==> config.mk <==
export PLATFORM = sky130hd
export DESIGN_NAME = fifo_serial_tx
export DESIGN_NICKNAME = d
export VERILOG_FILES = /design/src/rtl/fifo_serial_tx.sv
export SDC_FILE = /design/constraint.sdc
export NUM_CORES = 1
export LEC_CHECK = 0
export CORE_MARGIN = 3
export CORE_UTILIZATION = 60
export CTS_BUF_LIST = sky130_fd_sc_hd__clkbuf_4 sky130_fd_sc_hd__clkbuf_8
export DETAILED_ROUTE_END_ITERATION = 8
export PLACE_DENSITY = 0.87
export SKIP_LAST_GASP = 1
export SLEW_MARGIN = 20
export SYNTH_ARGS = -nofsm -noshare
export SYNTH_HDL_FRONTEND = slang
export SYNTH_SLANG_ARGS = --single-unit
==> constraint.sdc <==
create_clock -name i_clock -period 2.6 [get_ports i_clock]
set_clock_uncertainty 0.2 [all_clocks]
set_input_delay 0.26 -clock i_clock [delete_from_list [all_inputs] [get_ports i_clock]]
set_output_delay 0.26 -clock i_clock [all_outputs]
set_load 0.05 [all_outputs]
==> src/rtl/fifo_serial_tx.sv <==
// fifo_serial_tx: drains an 8-bit FIFO one byte at a time onto an asynchronous serial line.
// Frame format: start bit (0), 8 data bits LSB first, optional parity bit, 1 or 2 stop bits (1).
// All outputs come straight from flops. Each output flop is loaded from the decode of the
// next-state values, so the outputs line up cycle-for-cycle with the state register.
module fifo_serial_tx #(
  parameter int unsigned CLKS_PER_BIT = 16,
  parameter int unsigned RD_LATENCY   = 1,
  parameter int unsigned PARITY_EN    = 0,
  parameter int unsigned PARITY_ODD   = 0,
  parameter int unsigned STOP_BITS    = 1
) (
  input  logic       i_clock,
  input  logic       i_reset_n,
  input  logic       i_enable,
  input  logic       i_f_empty_n,
  input  logic [7:0] i_fifo_data,
  output logic       o_read,
  output logic       o_tx,
  output logic       o_busy,
  output logic       o_tx_done
);

  localparam int unsigned BaudW = (CLKS_PER_BIT > 1) ? $clog2(CLKS_PER_BIT) : 1;
  localparam logic [BaudW-1:0] BaudMax = BaudW'(CLKS_PER_BIT - 1);
  // Last WAIT cycle index; RD_LATENCY is at most 3, so 2 bits suffice.
  localparam logic [1:0] WaitLast = 2'(RD_LATENCY - 1);
  // The bit counter is idle during STOP, so it also counts the stop bits.
  localparam logic [2:0] StopLast = 3'(STOP_BITS - 1);
  localparam logic       ParEn    = (PARITY_EN != 0);
  localparam logic       ParOdd   = (PARITY_ODD != 0);

  typedef enum logic [2:0] {
    StIdle,
    StFetch,
    StWait,
    StStart,
    StData,
    StParity,
    StStop
  } state_e;

  state_e            r_state;
  state_e            w_state_d;
  logic [BaudW-1:0]  r_baud;
  logic [BaudW-1:0]  w_baud_d;
  logic [2:0]        r_bit;
  logic [2:0]        w_bit_d;
  logic [1:0]        r_wait;
  logic [1:0]        w_wait_d;
  logic [7:0]        r_shift;
  logic [7:0]        w_shift_d;
  logic              r_parity;
  logic              w_parity_d;

  logic              r_tx;
  logic              w_tx_d;
  logic              r_read;
  logic              w_read_d;
  logic              r_busy;
  logic              w_busy_d;
  logic              r_tx_done;
  logic              w_tx_done_d;

  logic              w_tick;
  logic              w_start_ok;
  logic              w_timed;

  assign w_tick     = (r_baud == BaudMax);
  assign w_start_ok = i_enable & i_f_empty_n;

  // Next-state logic: FSM transitions, baud/bit/wait counters, shift register and parity latch.
  always_comb begin
    w_state_d  = r_state;
    w_bit_d    = r_bit;
    w_wait_d   = '0;
    w_shift_d  = r_shift;
    w_parity_d = r_parity;
    w_timed    = 1'b0;

    unique case (r_state)
      StIdle: begin
        if (w_start_ok) begin
          w_state_d = StFetch;
        end
      end

      StFetch: begin
        w_state_d = StWait;
      end

      StWait: begin
        if (r_wait == WaitLast) begin
          // FIFO data is valid now; latch it and precompute parity from the whole byte.
          w_state_d  = StStart;
          w_shift_d  = i_fifo_data;
          w_parity_d = (^i_fifo_data) ^ ParOdd;
        end else begin
          w_wait_d = r_wait + 2'd1;
        end
      end

      StStart: begin
        w_timed = 1'b1;
        if (w_tick) begin
          w_state_d = StData;
        end
      end

      StData: begin
        w_timed = 1'b1;
        if (w_tick) begin
          w_shift_d = {1'b0, r_shift[7:1]};
          w_bit_d   = r_bit + 3'd1;
          if (r_bit == 3'd7) begin
            w_state_d = ParEn ? StParity : StStop;
          end
        end
      end

      StParity: begin
        w_timed = 1'b1;
        if (w_tick) begin
          w_state_d = StStop;
        end
      end

      StStop: begin
        w_timed = 1'b1;
        if (w_tick) begin
          if (r_bit == StopLast) begin
            w_bit_d   = '0;
            // Back-to-back frames: pop again right away when allowed and data is waiting.
            w_state_d = w_start_ok ? StFetch : StIdle;
          end else begin
            w_bit_d = r_bit + 3'd1;
          end
        end
      end

      default: begin
        w_state_d = StIdle;
      end
    endcase

    // Baud counter runs only in bit-timed states and restarts at every state change.
    if (!w_timed || w_tick || (w_state_d != r_state)) begin
      w_baud_d = '0;
    end else begin
      w_baud_d = r_baud + BaudW'(1);
    end
  end

  // Output decode from next-state values so the registered outputs track the registered state.
  always_comb begin
    w_tx_d = 1'b1;
    unique case (w_state_d)
      StStart:  w_tx_d = 1'b0;
      StData:   w_tx_d = w_shift_d[0];
      StParity: w_tx_d = w_parity_d;
      default:  w_tx_d = 1'b1;
    endcase
    w_read_d    = (w_state_d == StFetch);
    w_busy_d    = (w_state_d != StIdle);
    w_tx_done_d = (w_state_d == StStop) && (w_baud_d == BaudMax) && (w_bit_d == StopLast);
  end

  // State, counters and datapath registers; reset abandons any frame in progress.
  always_ff @(posedge i_clock or negedge i_reset_n) begin
    if (!i_reset_n) begin
      r_state  <= StIdle;
      r_baud   <= '0;
      r_bit    <= '0;
      r_wait   <= '0;
      r_shift  <= '0;
      r_parity <= 1'b0;
    end else begin
      r_state  <= w_state_d;
      r_baud   <= w_baud_d;
      r_bit    <= w_bit_d;
      r_wait   <= w_wait_d;
      r_shift  <= w_shift_d;
      r_parity <= w_parity_d;
    end
  end

  // Output flops; TX idles high.
  always_ff @(posedge i_clock or negedge i_reset_n) begin
    if (!i_reset_n) begin
      r_tx      <= 1'b1;
      r_read    <= 1'b0;
      r_busy    <= 1'b0;
      r_tx_done <= 1'b0;
    end else begin
      r_tx      <= w_tx_d;
      r_read    <= w_read_d;
      r_busy    <= w_busy_d;
      r_tx_done <= w_tx_done_d;
    end
  end

  assign o_tx      = r_tx;
  assign o_read    = r_read;
  assign o_busy    = r_busy;
  assign o_tx_done = r_tx_done;

endmodule

==> summary.md <==
| Metric | Value |
|---|---|
| Final max-slew violation count | `0` |
| Comb pwr share | `between 10% and 20%` |
| Clk_lat worst skew | `approximately 330 ps` |
| Die area | `just over 3000 um^2` |
| Detail Placement HPWL | `2.03 mm` |
| Hold WC Path Type | `input pin to asynchronous set/reset pin` |
| Total power | `around 670 uW` |
| Post-synth EDFFs | `0` |
| Stages on worst setup path | `1` |
| Share of the yosys chip area belonging to registers | `a little over two fifths` |
| Post-CTS Setup Bufs | `0` |
| P_int | `slightly above 500 uW` |
| Post-synth top area share | `between 40% and 50%` |
| Max incr delay on CP | `roughly 790 ps` |
| Rows | `17` |
| Final net count | `174` |
| Max cap viols | `0` |
| Setup violations, final | `0` |
| P_leak | `around 0.66 nW` |
| Slew @ Worst Pin | `approximately 570 ps` |
| Core box area | `~2300 um^2` |
| RSZ-0062 raised after global routing | `false` |
| Crit path time final | `between 2000 and 2500 ps` |
| First-pass GRT wire length | `approximately 4.6 mm` |
| Synth area leader | `dfrtp_1` |
| CP Launch Type | `flip-flop` |
| Synth Area per Inst | `roughly 10 um^2` |
| DIE HEIGHT | `approximately 55 um` |
| CTS max path bufs | `2` |
| DR vias/cell | `approximately 5.9` |
| Post-cts sizing count | `0` |
| Seq pwr share | `between 60% and 70%` |
| Buf/Inv on CP | `1` |
| Sw Share | `around 25%` |
| Status | `finished, final reports clean` |
| Final Cycle Share | `between 80 and 90%` |
| Cell Area, Synth | `~1400 um^2` |
| DRT antenna net count | `0` |
| Kind of critical path | `flip-flop to primary output` |
| Total number of vias | `1082` |
| Hold buffer count at cts | `0` |
| Total gr overflow | `0` |
| Total GRT Usage | `21.6%` |
| Worst reg2reg path depth | `4` |
| Residual DRC count | `0` |
| Overall die width | `~55 um` |
| Share of cells above drive strength 1 | `~11%` |
| Rel. slew slack | `between 60% and 70%` |
| H-tree depth | `1` |
| Clock Sinks | `25` |
| Setup TNS | `0 ps` |
| Max stage delay cell, worst path | `clkdlybuf4s50_1` |
| Total CTS buffers | `3` |
| Post-synth top flop | `dfrtp_1` |
| CTS clk-pin slew, worst paths | `140 ps` |
| CTS tree | `done` |
| Yosys warns | `0` |
| #FFs+latches synth | `25` |
| I/O Buffers | `15` |
| Ports | `16` |
| Cell chain of the critical path | `clkdlybuf4s50_1` |
| Routed length per placed instance | `roughly 15 um` |
| Routability cong. | `~0.9` |
| Syn_nets | `between 150 and 200` |
| Area grow syn2layout | `11.2%` |
| Post-Route WL | `between 2 and 3 mm` |
| Post-synth top cells | `dfrtp_1, nand2_1, xnor2_1` |
| CP arrival | `1660 ps` |
| Mapped Cells | `144` |
| Drt first pass iters | `4` |
| DR iter-0 viols | `20` |
| Initial antenna violation count | `0` |
| Critical Path Fanout Max | `1` |
| Ys async rst share | `100%` |
| Switch Pwr | `around 160 uW` |
| Most frequent cell after synthesis | `dfrtp_1` |
| Worst Setup End Kind | `primary output` |
| Synth area leaders | `dfrtp_1, ha_1, nand2_1, xnor2_1, a22oi_1` |
| FMAX | `approximately 470 MHz` |
| Final Hold Viols | `0` |
| Worst IR Drop VDD | `between 0.3 and 0.4 mV` |
| Initial Util | `64.0%` |
| Clock Tree Root | `clkbuf_4` |
| Worst path top cell family by delay | `buffers and inverters` |
| Vias in the first global route | `roughly 1.0k` |
| Clock share of power | `between 20% and 30%` |
| Yosys cell types | `47` |
| Power per cell area | `between 400 and 500 nW/um^2` |
| Diode count | `0` |
| Crit path required time | `2140 ps` |
| Pin count of the biggest net entering global routing | `26` |
[cell families after synthesis]
family                   after synthesis  share of synthesized area (%)
flip-flops                            25                           43.4
XOR/XNOR                              11                           6.67
AND/OR/NAND/NOR                       52                           20.1
multiplexers                           3                           2.17
adder cells (fa/ha/maj)                6                           5.20
AO/OA/AOI/OAI                         32                           16.8
buffers and inverters                 15                           5.63
[metrics by stage]
step	cells	setup slack, ps	hold slack (ps)	instance area (um^2)	utilization (%)
final	183	477	67.2	1610	71.2
after global routing	183	436	90.4	1610	71.2
after CTS	183	467	75.6	1610	71.2
after detailed placement	179	636	263	1580	70.0
after global placement	179	707	265	1580	70.0
after floorplan	144	863	-236	1440	-
[power groups by stage]
stage               logic [mW]  registers, mW  clock network (mW)
floorplan               0.0397          0.419                   0
global placement        0.0761          0.418                   0
detailed placement      0.0775          0.418                   0
CTS                     0.0782          0.410               0.185
global route            0.0850          0.411               0.201
finish                  0.0770          0.410               0.181
[layout by cell type, fill, tap and decap left out, drive strengths merged, types with 2 or more instances in the layout]
cell           synthesis  routed
a31oi                  2       2
and3                   2       2
xor2                   3       3
nor3                   4       4
clkdlybuf4s50          0      15
dfrtp                 24      24
inv                    6       6
mux2i                  2       2
nand2b                 5       5
nor2                   4       4
and2                   3       3
xnor2                  8       8
clkbuf                 0       3
ha                     6       6
nand3                  5       5
a22oi                  6       6
nand2                 20      20
o21ai                  5       5
a21oi                  7       7
nand4                  2       2
[layer usage]
layer	GRT usage [%]	part of all wire, %	vias to the layer above
met2	37.4	50	26
met3	2.41	4.0	7
li1	-	-	530
met1	25.8	43	519
met5	0	0	-
met4	12.1	2.9	0
[state kept, by name, indices dropped and copies added (netlist names)]
name	flops
o_tx_done	1
o_read	1
r_bit	3
r_baud	4
r_wait	2
r_state	3
o_tx	1
r_parity	1
o_busy	1
r_shift	8
[area by class of cell]
type	count	area [um^2]
clock buffer	3	22.5
inverter	6	22.5
multi-input combinational	104	736
clock inverter	1	5.00
fill	188	649
sequential	25	627
timing repair buffer	16	158
tap	28	35.0
[worst paths after layout]
path,start,to,slack [ps]
max,o_tx,o_tx,480
min,i_reset_n,o_busy,70
max reg2reg,r_state[2],o_tx_done,570
min reg2reg,r_baud[0],r_baud[0],290
max in group asynchronous,i_reset_n,o_tx,1850
min in group i_clock,r_baud[0],r_baud[0],290
Note: power is estimated with default switching activity, not from simulation.
